## src/rtl/isle_pkg.sv

```systemverilog
`default_nettype none
// ============================================================================
//  Module   : isle_pkg
//  Brief    : Shared types for the canvas / video-RAM blocks: memory-port
//             grant owner, arbiter state, and a run-counter width helper.
//  Revision : 1.0  initial release
// ============================================================================
package isle_pkg;

  // Owner of the single RAM port in a given cycle
  typedef enum logic [1:0] {
    GNT_NONE = 2'd0,
    GNT_DISP = 2'd1,
    GNT_SYS  = 2'd2
  } va_grant_e;

  // Video RAM arbiter states
  typedef enum logic [1:0] {
    VA_IDLE  = 2'd0,
    VA_BURST = 2'd1,
    VA_DRAIN = 2'd2
  } va_state_e;

  // Bits needed to count display reads up to 'every' (at least one bit)
  function automatic int va_run_width(input int every);
    return (every < 2) ? 1 : $clog2(every + 1);
  endfunction

endpackage
`default_nettype wire

```

## src/rtl/vram_burst_gen.sv

```systemverilog
`default_nettype none
// ============================================================================
//  Module   : vram_burst_gen
//  Brief    : Display burst bookkeeping: next read address (wraps at the top
//             of memory), words still to issue, and the run of display reads
//             since the last system slot.
//  Revision : 1.0  initial release
// ============================================================================
module vram_burst_gen
  import isle_pkg::*;
#(
  parameter int ADDRW     = 16,
  parameter int LENW      = 10,
  parameter int SYS_EVERY = 8
) (
  input  logic             clk,
  input  logic             rst_n,
  input  logic             load,
  input  logic [ADDRW-1:0] load_addr,
  input  logic [LENW-1:0]  load_len,
  input  logic             step,
  input  logic             slot,
  output logic [ADDRW-1:0] addr,
  output logic             last,
  output logic             run_full
);

  localparam int                c_run_w   = va_run_width(SYS_EVERY);
  localparam logic [c_run_w-1:0] c_run_max = c_run_w'(SYS_EVERY);

  logic [ADDRW-1:0]   r_addr;
  logic [LENW-1:0]    r_count;
  logic [c_run_w-1:0] r_run;

  // Latch a new burst, then advance per display issue; a system slot restarts the run
  always_ff @(posedge clk) begin
    if (!rst_n) begin
      r_addr  <= '0;
      r_count <= '0;
      r_run   <= '0;
    end else if (load) begin
      r_addr  <= load_addr;
      r_count <= load_len;
      r_run   <= '0;
    end else if (step) begin
      r_addr  <= r_addr + ADDRW'(1);
      r_count <= r_count - LENW'(1);
      if (r_run != c_run_max) begin
        r_run <= r_run + c_run_w'(1);
      end
    end else if (slot) begin
      r_run <= '0;
    end
  end

  assign addr     = r_addr;
  assign last     = (r_count == LENW'(1));
  // With SYS_EVERY = 0 the display never yields mid-burst
  assign run_full = (SYS_EVERY != 0) && (r_run == c_run_max);

endmodule
`default_nettype wire

```

## src/rtl/vram_arbiter.sv

```systemverilog
`default_nettype none
// ============================================================================
//  Module   : vram_arbiter
//  Brief    : Shares one single-port bitmap RAM between the display line
//             fetch (prioritised read bursts) and the system port (single
//             reads/writes in idle cycles and a slot every SYS_EVERY reads).
//  Revision : 1.0  initial release
// ============================================================================
module vram_arbiter
  import isle_pkg::*;
#(
  parameter int ADDRW     = 16,
  parameter int DATAW     = 16,
  parameter int LENW      = 10,
  parameter int SYS_EVERY = 8
) (
  input  logic             clk,
  input  logic             rst_n,
  input  logic             disp_start,
  input  logic [ADDRW-1:0] disp_addr,
  input  logic [LENW-1:0]  disp_len,
  output logic             disp_busy,
  output logic [DATAW-1:0] disp_rdata,
  output logic             disp_rvalid,
  input  logic             sys_valid,
  input  logic             sys_we,
  input  logic [ADDRW-1:0] sys_addr,
  input  logic [DATAW-1:0] sys_wdata,
  output logic             sys_ready,
  output logic [DATAW-1:0] sys_rdata,
  output logic             sys_rvalid,
  output logic [ADDRW-1:0] mem_addr,
  output logic             mem_we,
  output logic [DATAW-1:0] mem_wdata,
  input  logic [DATAW-1:0] mem_rdata
);

  va_state_e        r_state;
  va_grant_e        w_grant;
  logic             w_start;
  logic             w_last;
  logic             w_run_full;
  logic [ADDRW-1:0] w_burst_addr;
  logic [ADDRW-1:0] r_last_addr;
  logic             r_disp_rvalid;
  logic             r_sys_rvalid;

  // Zero-length requests and requests during a burst are dropped here
  assign w_start = (r_state == VA_IDLE) && disp_start && (disp_len != '0);

  // Decide who owns the RAM port this cycle; nobody while reset is held
  always_comb begin
    w_grant = GNT_NONE;
    case (r_state)
      VA_IDLE, VA_DRAIN: if (sys_valid) w_grant = GNT_SYS;
      VA_BURST:          w_grant = (w_run_full && sys_valid) ? GNT_SYS : GNT_DISP;
      default:           w_grant = GNT_NONE;
    endcase
    if (!rst_n) w_grant = GNT_NONE;
  end

  // RAM address follows the grant; with no grant it parks on the last address used
  always_comb begin
    case (w_grant)
      GNT_DISP: mem_addr = w_burst_addr;
      GNT_SYS:  mem_addr = sys_addr;
      default:  mem_addr = r_last_addr;
    endcase
  end

  vram_burst_gen #(
    .ADDRW     (ADDRW),
    .LENW      (LENW),
    .SYS_EVERY (SYS_EVERY)
  ) u_burst_gen (
    .clk       (clk),
    .rst_n     (rst_n),
    .load      (w_start),
    .load_addr (disp_addr),
    .load_len  (disp_len),
    .step      (w_grant == GNT_DISP),
    .slot      ((w_grant == GNT_SYS) && (r_state == VA_BURST)),
    .addr      (w_burst_addr),
    .last      (w_last),
    .run_full  (w_run_full)
  );

  // Arbiter state plus return tags marking whose read comes back next cycle
  always_ff @(posedge clk) begin
    if (!rst_n) begin
      r_state       <= VA_IDLE;
      r_disp_rvalid <= 1'b0;
      r_sys_rvalid  <= 1'b0;
      r_last_addr   <= '0;
    end else begin
      case (r_state)
        VA_IDLE:  if (w_start) r_state <= VA_BURST;
        VA_BURST: if ((w_grant == GNT_DISP) && w_last) r_state <= VA_DRAIN;
        default:  r_state <= VA_IDLE;
      endcase
      r_disp_rvalid <= (w_grant == GNT_DISP);
      r_sys_rvalid  <= (w_grant == GNT_SYS) && !sys_we;
      if (w_grant != GNT_NONE) r_last_addr <= mem_addr;
    end
  end

  assign disp_busy   = (r_state != VA_IDLE);
  assign disp_rvalid = r_disp_rvalid;
  assign disp_rdata  = mem_rdata;
  assign sys_rvalid  = r_sys_rvalid;
  assign sys_rdata   = mem_rdata;
  assign sys_ready   = (w_grant == GNT_SYS);
  assign mem_we      = (w_grant == GNT_SYS) && sys_we;
  assign mem_wdata   = sys_wdata;

endmodule
`default_nettype wire
```

## config.mk

```make
export PLATFORM = sky130hd
export DESIGN_NAME = vram_arbiter
export DESIGN_NICKNAME = d
export VERILOG_FILES = /design/src/rtl/isle_pkg.sv /design/src/rtl/vram_burst_gen.sv /design/src/rtl/vram_arbiter.sv
export SDC_FILE = /design/constraint.sdc
export NUM_CORES = 1
export LEC_CHECK = 0
export ABC_AREA = 1
export BUFFER_PORTS_ARGS = -buffer_cell sky130_fd_sc_hd__buf_4
export CAP_MARGIN = 10
export CORE_MARGIN = 2
export CORE_UTILIZATION = 30
export CTS_CLUSTER_SIZE = 30
export DETAILED_ROUTE_END_ITERATION = 8
export GPL_TIMING_DRIVEN = 0
export PLACE_DENSITY_LB_ADDON = 0.08
export SLEW_MARGIN = 5
export SYNTH_ARGS = -nofsm -noshare
export SYNTH_HDL_FRONTEND = slang
export SYNTH_SLANG_ARGS = --single-unit
```

## constraint.sdc

```tcl
create_clock -name clk -period 4.15 [get_ports clk]
set_clock_uncertainty 0.05 [all_clocks]
set_input_delay 0.2075 -clock clk [delete_from_list [all_inputs] [get_ports clk]]
set_output_delay 0.2075 -clock clk [all_outputs]
set_load 0.01 [all_outputs]
```

Word level (Yosys, flattened, before mapping)
Index checks and enable logic that the tools add are counted.
W data, S select, Z words.
{ "classes": {"eq_ne": 10, "n_lt_le_gt_ge": 0, "add_sub_neg": 3, "n_shift": 0, "n_mux": 15, "n_reduce_logical": 18, "multipliers": 0, "div_mod_pow": 0, "n_bitwise": 1} }
{ "op_table": {"columns": ["op", "count"], "rows": [
  ["$mux W16", 2],
  ["$pmux W16 S2", 1],
  ["$mux W10", 2],
  ["$add A16 B1 Y16 const B", 1],
  ["$mux W4", 3],
  ["$eq A10 B1 Y1 const B", 1],
  ["$mux W2", 5],
  ["$reduce_bool A10 Y1", 1],
  ["$sub A10 B1 Y10 const B", 1],
  ["$pmux W2 S2", 2],
  ["$reduce_bool A2 Y1", 4],
  ["$logic_and A1 B1 Y1", 7],
  ["$add A4 B1 Y4 const B", 1],
  ["$eq A2 B1 Y1 const B", 2],
  ["$eq A2 B2 Y1 const B", 2],
  ["$eq A4 B4 Y1 const B", 1],
  ["$ne A2 B1 Y1 const B", 2],
  ["$ne A4 B4 Y1 const B", 1],
  ["$reduce_and A2 Y1", 2],
  ["$reduce_or A2 Y1", 2],
  ["$logic_not A2 Y1", 1],
  ["$ne A2 B2 Y1 const B", 1],
  ["$logic_not A1 Y1", 1],
  ["$not A1 Y1", 1]
]} }
{ "word_totals": {"romBits": 0, "ff_bits": 50, "ramBits": 0, "mem_count": 0, "latch_bits": 0, "in_bits": 79} }

Longest topological paths before layout
{ "logic_depth": {"ltp_word": 9, "ltp_mapped": 15} }

Modules after synthesis
Synthesis repeated with hierarchy kept, for this count alone.
{ "hier_totals": {"hier_cells": 536, "hier_area_um2": 3554.7} }
{ "modules_own_cells": {"columns": ["mod", "area_per_inst_um2", "instances", "cells_each"], "rows": [
  ["vram_burst_gen", 1836.8, 1, 273],
  ["vram_arbiter", 1717.9, 1, 263]
]} }

Least setup slack after synthesis
Ideal clock, no wire load.
{ "synth_timing": {"kind": "register -> output", "startpoint": "reg u_burst_gen.r_run[0]", "endpoint": "out mem_addr[2]", "path_buffers": 1, "stages_incl_launch_ff": 13, "path_slack_ps": 1974, "arrival_time_ps": 1918, "path_cell_list": "dfxtp_1 > inv_1 > ha_1 > nand3_1 > o21ai_0 > and3_1 > inv_1 > ha_1 > inv_1 > clkbuf_1 > nand2_1 > o21a_1 > inv_1"} }
{ "synth_via": {"elab_chain_len": 7, "elab_cells_between_ends": 8} }
{ "synth_rtl": {"columns": ["element", "line_no", "text"], "rows": [
  ["start: declaration", "vram_burst_gen.sv:33", "logic [c_run_w-1:0] r_run;"],
  ["start signal: assignment", "vram_burst_gen.sv:49", "r_run <= r_run + c_run_w'(1);"],
  ["$eq A4 B4 Y1 *", "vram_burst_gen.sv:59", "assign run_full = (SYS_EVERY != 0) && (r_run == c_run_max);"],
  ["$logic_and A1 B1 Y1 *", "vram_arbiter.sv:56", "VA_BURST: w_grant = (w_run_full && sys_valid) ? GNT_SYS : GNT_DISP;"],
  ["$mux W2 *", "vram_arbiter.sv:56", null],
  ["$pmux W2 S2 *", "vram_arbiter.sv:54", "case (r_state)"],
  ["$mux W2 *", "vram_arbiter.sv:59", "if (!rst_n) w_grant = GNT_NONE;"],
  ["$eq A2 B2 Y1 / $eq A2 B1 Y1 (equally long branches)", "vram_arbiter.sv:64", "case (w_grant)"],
  ["$pmux W16 S2 *", "vram_arbiter.sv:64", null],
  ["end: declaration", "vram_arbiter.sv:32", "output logic [ADDRW-1:0] mem_addr,"]
]} }
Every way passes the cells marked *; elsewhere a longest branch is shown, timed or not.

Worst setup path after layout
{ "layout_timing": {"startpoint": "reg u_burst_gen.r_run[0]", "endpoint": "out mem_addr[4]"} }
The elaborated chain is that of the path after synthesis.

==> metrics <==
worst hold path type input pin to flop; post-synth top area cell dfxtp_1; Synth Warn # 0; # setup viols final 0; Tcrit/Tclk final 0.6945; largest net degree at the start of global routing 15; ANT cells 0; clock root cell clkbuf_16; CTS sink cnt 50; Seq/Total Area, Yosys 0.2854; most numerous cell in the Yosys netlist nand2_1; design area 4697 um2; H-tree level count 2; cts-stage hold buffer count 0; GRT Util Overall 0.1612; commonest cells in the netlist nand2_1, inv_1, buf_4, dfxtp_1, nor2_1; Synth Area in XOR/XNOR 0.02747; Chip Height 112.1 um; MaxCap Viol Count 0; CTS resizes 0; Worst Hold Launch sys_we; I/O Pins 148; DR pass1 iterations 4; total CTS buffers 5; crit path time final around 2900 ps; DR vias around 3500; Main synth FF type dfxtp_1; layout cells sized above 1 0.3502; area post-placement 4549 um2; worst reg-to-reg path cell count 11; final antenna-violating net count 0; Starting Density 0.3071; actual slew at the worst max-slew pin 548.6 ps; Synth Area in Compound Gates 0.1570; Setup Buffers After CTS 0; adder and majority gate portion of the synthesized area 0.02854; crit end category output pin; Design Power 0.001461 W; EDFF count, synth 0; Rel. slew slack 0.6342; Max VDD drop 0.0001570 V; Min Hold Slack roughly 25 ps; largest family of logic cells by synthesized area simple AND/OR/NAND/NOR gates; global-route wire length before repair 16460 um; Post-DP HPWL 8163 um; internal power 0.0009881 W; drt initial violations 140; share of the synthesized area in the top cell type 0.2854; final hold vios 0; Synth Register Bits 50; row count 39; sw power 0.0004734 W; CP startpoint kind flop; die width 112.1 um; flop-to-flop setup slack around 1700 ps; simple-gate share of the synthesized area 0.2947; Setup CP Type flop to output pin; routed wire length just over 10000 um; vias in the first global route approximately 3400; Crit path arrival time 2620 ps; leakage 2.225 nW; DRC viols 0; wire length per cell approximately 13 um; area grow syn2layout 33.93%; Core Box Area 11420 um2; Reg power frac 0.379; Worst Hold Depth 2; Mapped Avg Cell Area 6.904 um2; Mapped Cells 508; Cell variety after synth 36; dominant cells by area after synthesis dfxtp_1, buf_4, nand2_1, nand3_1, inv_1; Crit Path Max Fanout 10; worst path required time 3890 ps; pwr dens between 300 and 400 nW/um2; r2r endpoint r_last_addr[1]; Final Slew Violations 0; Die Footprint 12570 um2; Max Clk Rate 347.0 MHz; Hold EP sys_rvalid; asr flop ratio synth 0; mux contribution to synthesized area 0; final-stage net count 717; origin of the critical flop-to-flop path u_burst_gen.r_run[0]; antenna violations before repair 0; vias per cell roughly 4.6; Clock power frac 0.295; routability-driven placement congestion ratio 0.8960; CTS tree yes; switching share of power 0.3239; Clock Path Buffers 2; I/O Buffers 115; run status complete, no violations; Setup TNS 0 ps; Worst-path clk slew 70 ps; GRT overflow 0; Netlist Area Pre-Place approximately 3500 um2; Syn Nets 595; RSZ-0062 raised after global routing no; clk_lat worst skew between 200 and 300 ps; Logic pwr share 0.326
[cell usage in the layout, fill, tap and decap left out, types with 8 or more instances in the layout]
cell type,count
nand2_1,98
inv_1,56
o21ai_0,9
a21oi_1,23
nand4_1,9
a211oi_1,10
a22oi_1,10
buf_4,165
dfxtp_1,50
nand3_1,45
clkbuf_1,9
ha_1,8
nor2_1,47
xor2_1,10
[final cells by class]
type	count	area (um2)
fill	1292	6721
multi-input combinational	325	1780
sequential	50	1001
timing repair buffer	115	863.3
buffer	69	485.5
inverter	64	240.2
tap	143	178.9
clock buffer	7	142.6
clock inverter	1	5.005
[layer usage]
metal,part of all wire,track usage,vias to the layer above
li1,-,-,1838
met1,0.46,0.2103,1587
met2,0.48,0.2839,97
met3,0.049,0.02430,8
met4,0.0090,0.03252,0
met5,0,0,-
[kinds of logic (layout without fill, tap and decap cells)]
kind of cell    count (synthesis)  after routing
buf+inv                       133            256
flops                          50             50
fa+ha+maj                       8              8
simple gates                  224            224
compound gates                 82             82
xor+xnor                       11             11
[sequential cells by signal (all words and copies together), names as in the netlist]
register and flops:
disp_rvalid 1, r_last_addr 16, r_state 2, sys_rvalid 1
u_burst_gen.addr 16, u_burst_gen.r_count 10, u_burst_gen.r_run 4
[through the flow]
stage / utilization / std cells / setup slack [ps]
floorplan: - / 508 / 1974
global placement: 0.3984 / 766 / 1604
detailed placement: 0.3984 / 766 / 1577
CTS: 0.4114 / 774 / 1256
global route: 0.4114 / 774 / 1043
finish: 0.4114 / 774 / 1268
[worst max-delay path by stage]
| stage | slack [ps] | to | startpoint | cells past startpoint |
|---|---|---|---|---|
| after floorplan | 1970 | mem_addr[2] | u_burst_gen.r_run[0] | 12 |
| after global placement | 1600 | mem_addr[4] | u_burst_gen.r_run[0] | 13 |
| after detailed placement | 1580 | mem_addr[4] | u_burst_gen.r_run[0] | 13 |
| after CTS | 1260 | mem_addr[4] | u_burst_gen.r_run[0] | 13 |
| after global routing | 1040 | mem_addr[2] | u_burst_gen.r_run[0] | 13 |
| final | 1270 | mem_addr[4] | u_burst_gen.r_run[0] | 13 |
[power groups by stage]
stage / Combinational (W) / Sequential [W] / Clock, W
5_1_grt: 0.000530 / 0.000560 / 0.000459
4_1_cts: 0.000482 / 0.000555 / 0.000444
6_report: 0.000476 / 0.000555 / 0.000431
3_5_place_dp: 0.000480 / 0.000566 / 0
2_1_floorplan: 0.000298 / 0.000557 / 0
3_3_place_gp: 0.000475 / 0.000565 / 0
[critical path, cell delays in order (launching register included)]
cell and delay (ps):
dfxtp_1 340, inv_1 80, ha_1 160, nand3_1 150, o21ai_0 170, and3_1 200
inv_1 70, ha_1 330, inv_1 110, clkbuf_1 330, nand2_1 110, o21a_1 130
inv_1 50, buf_4 110
(Power assumes the default switching activity.)
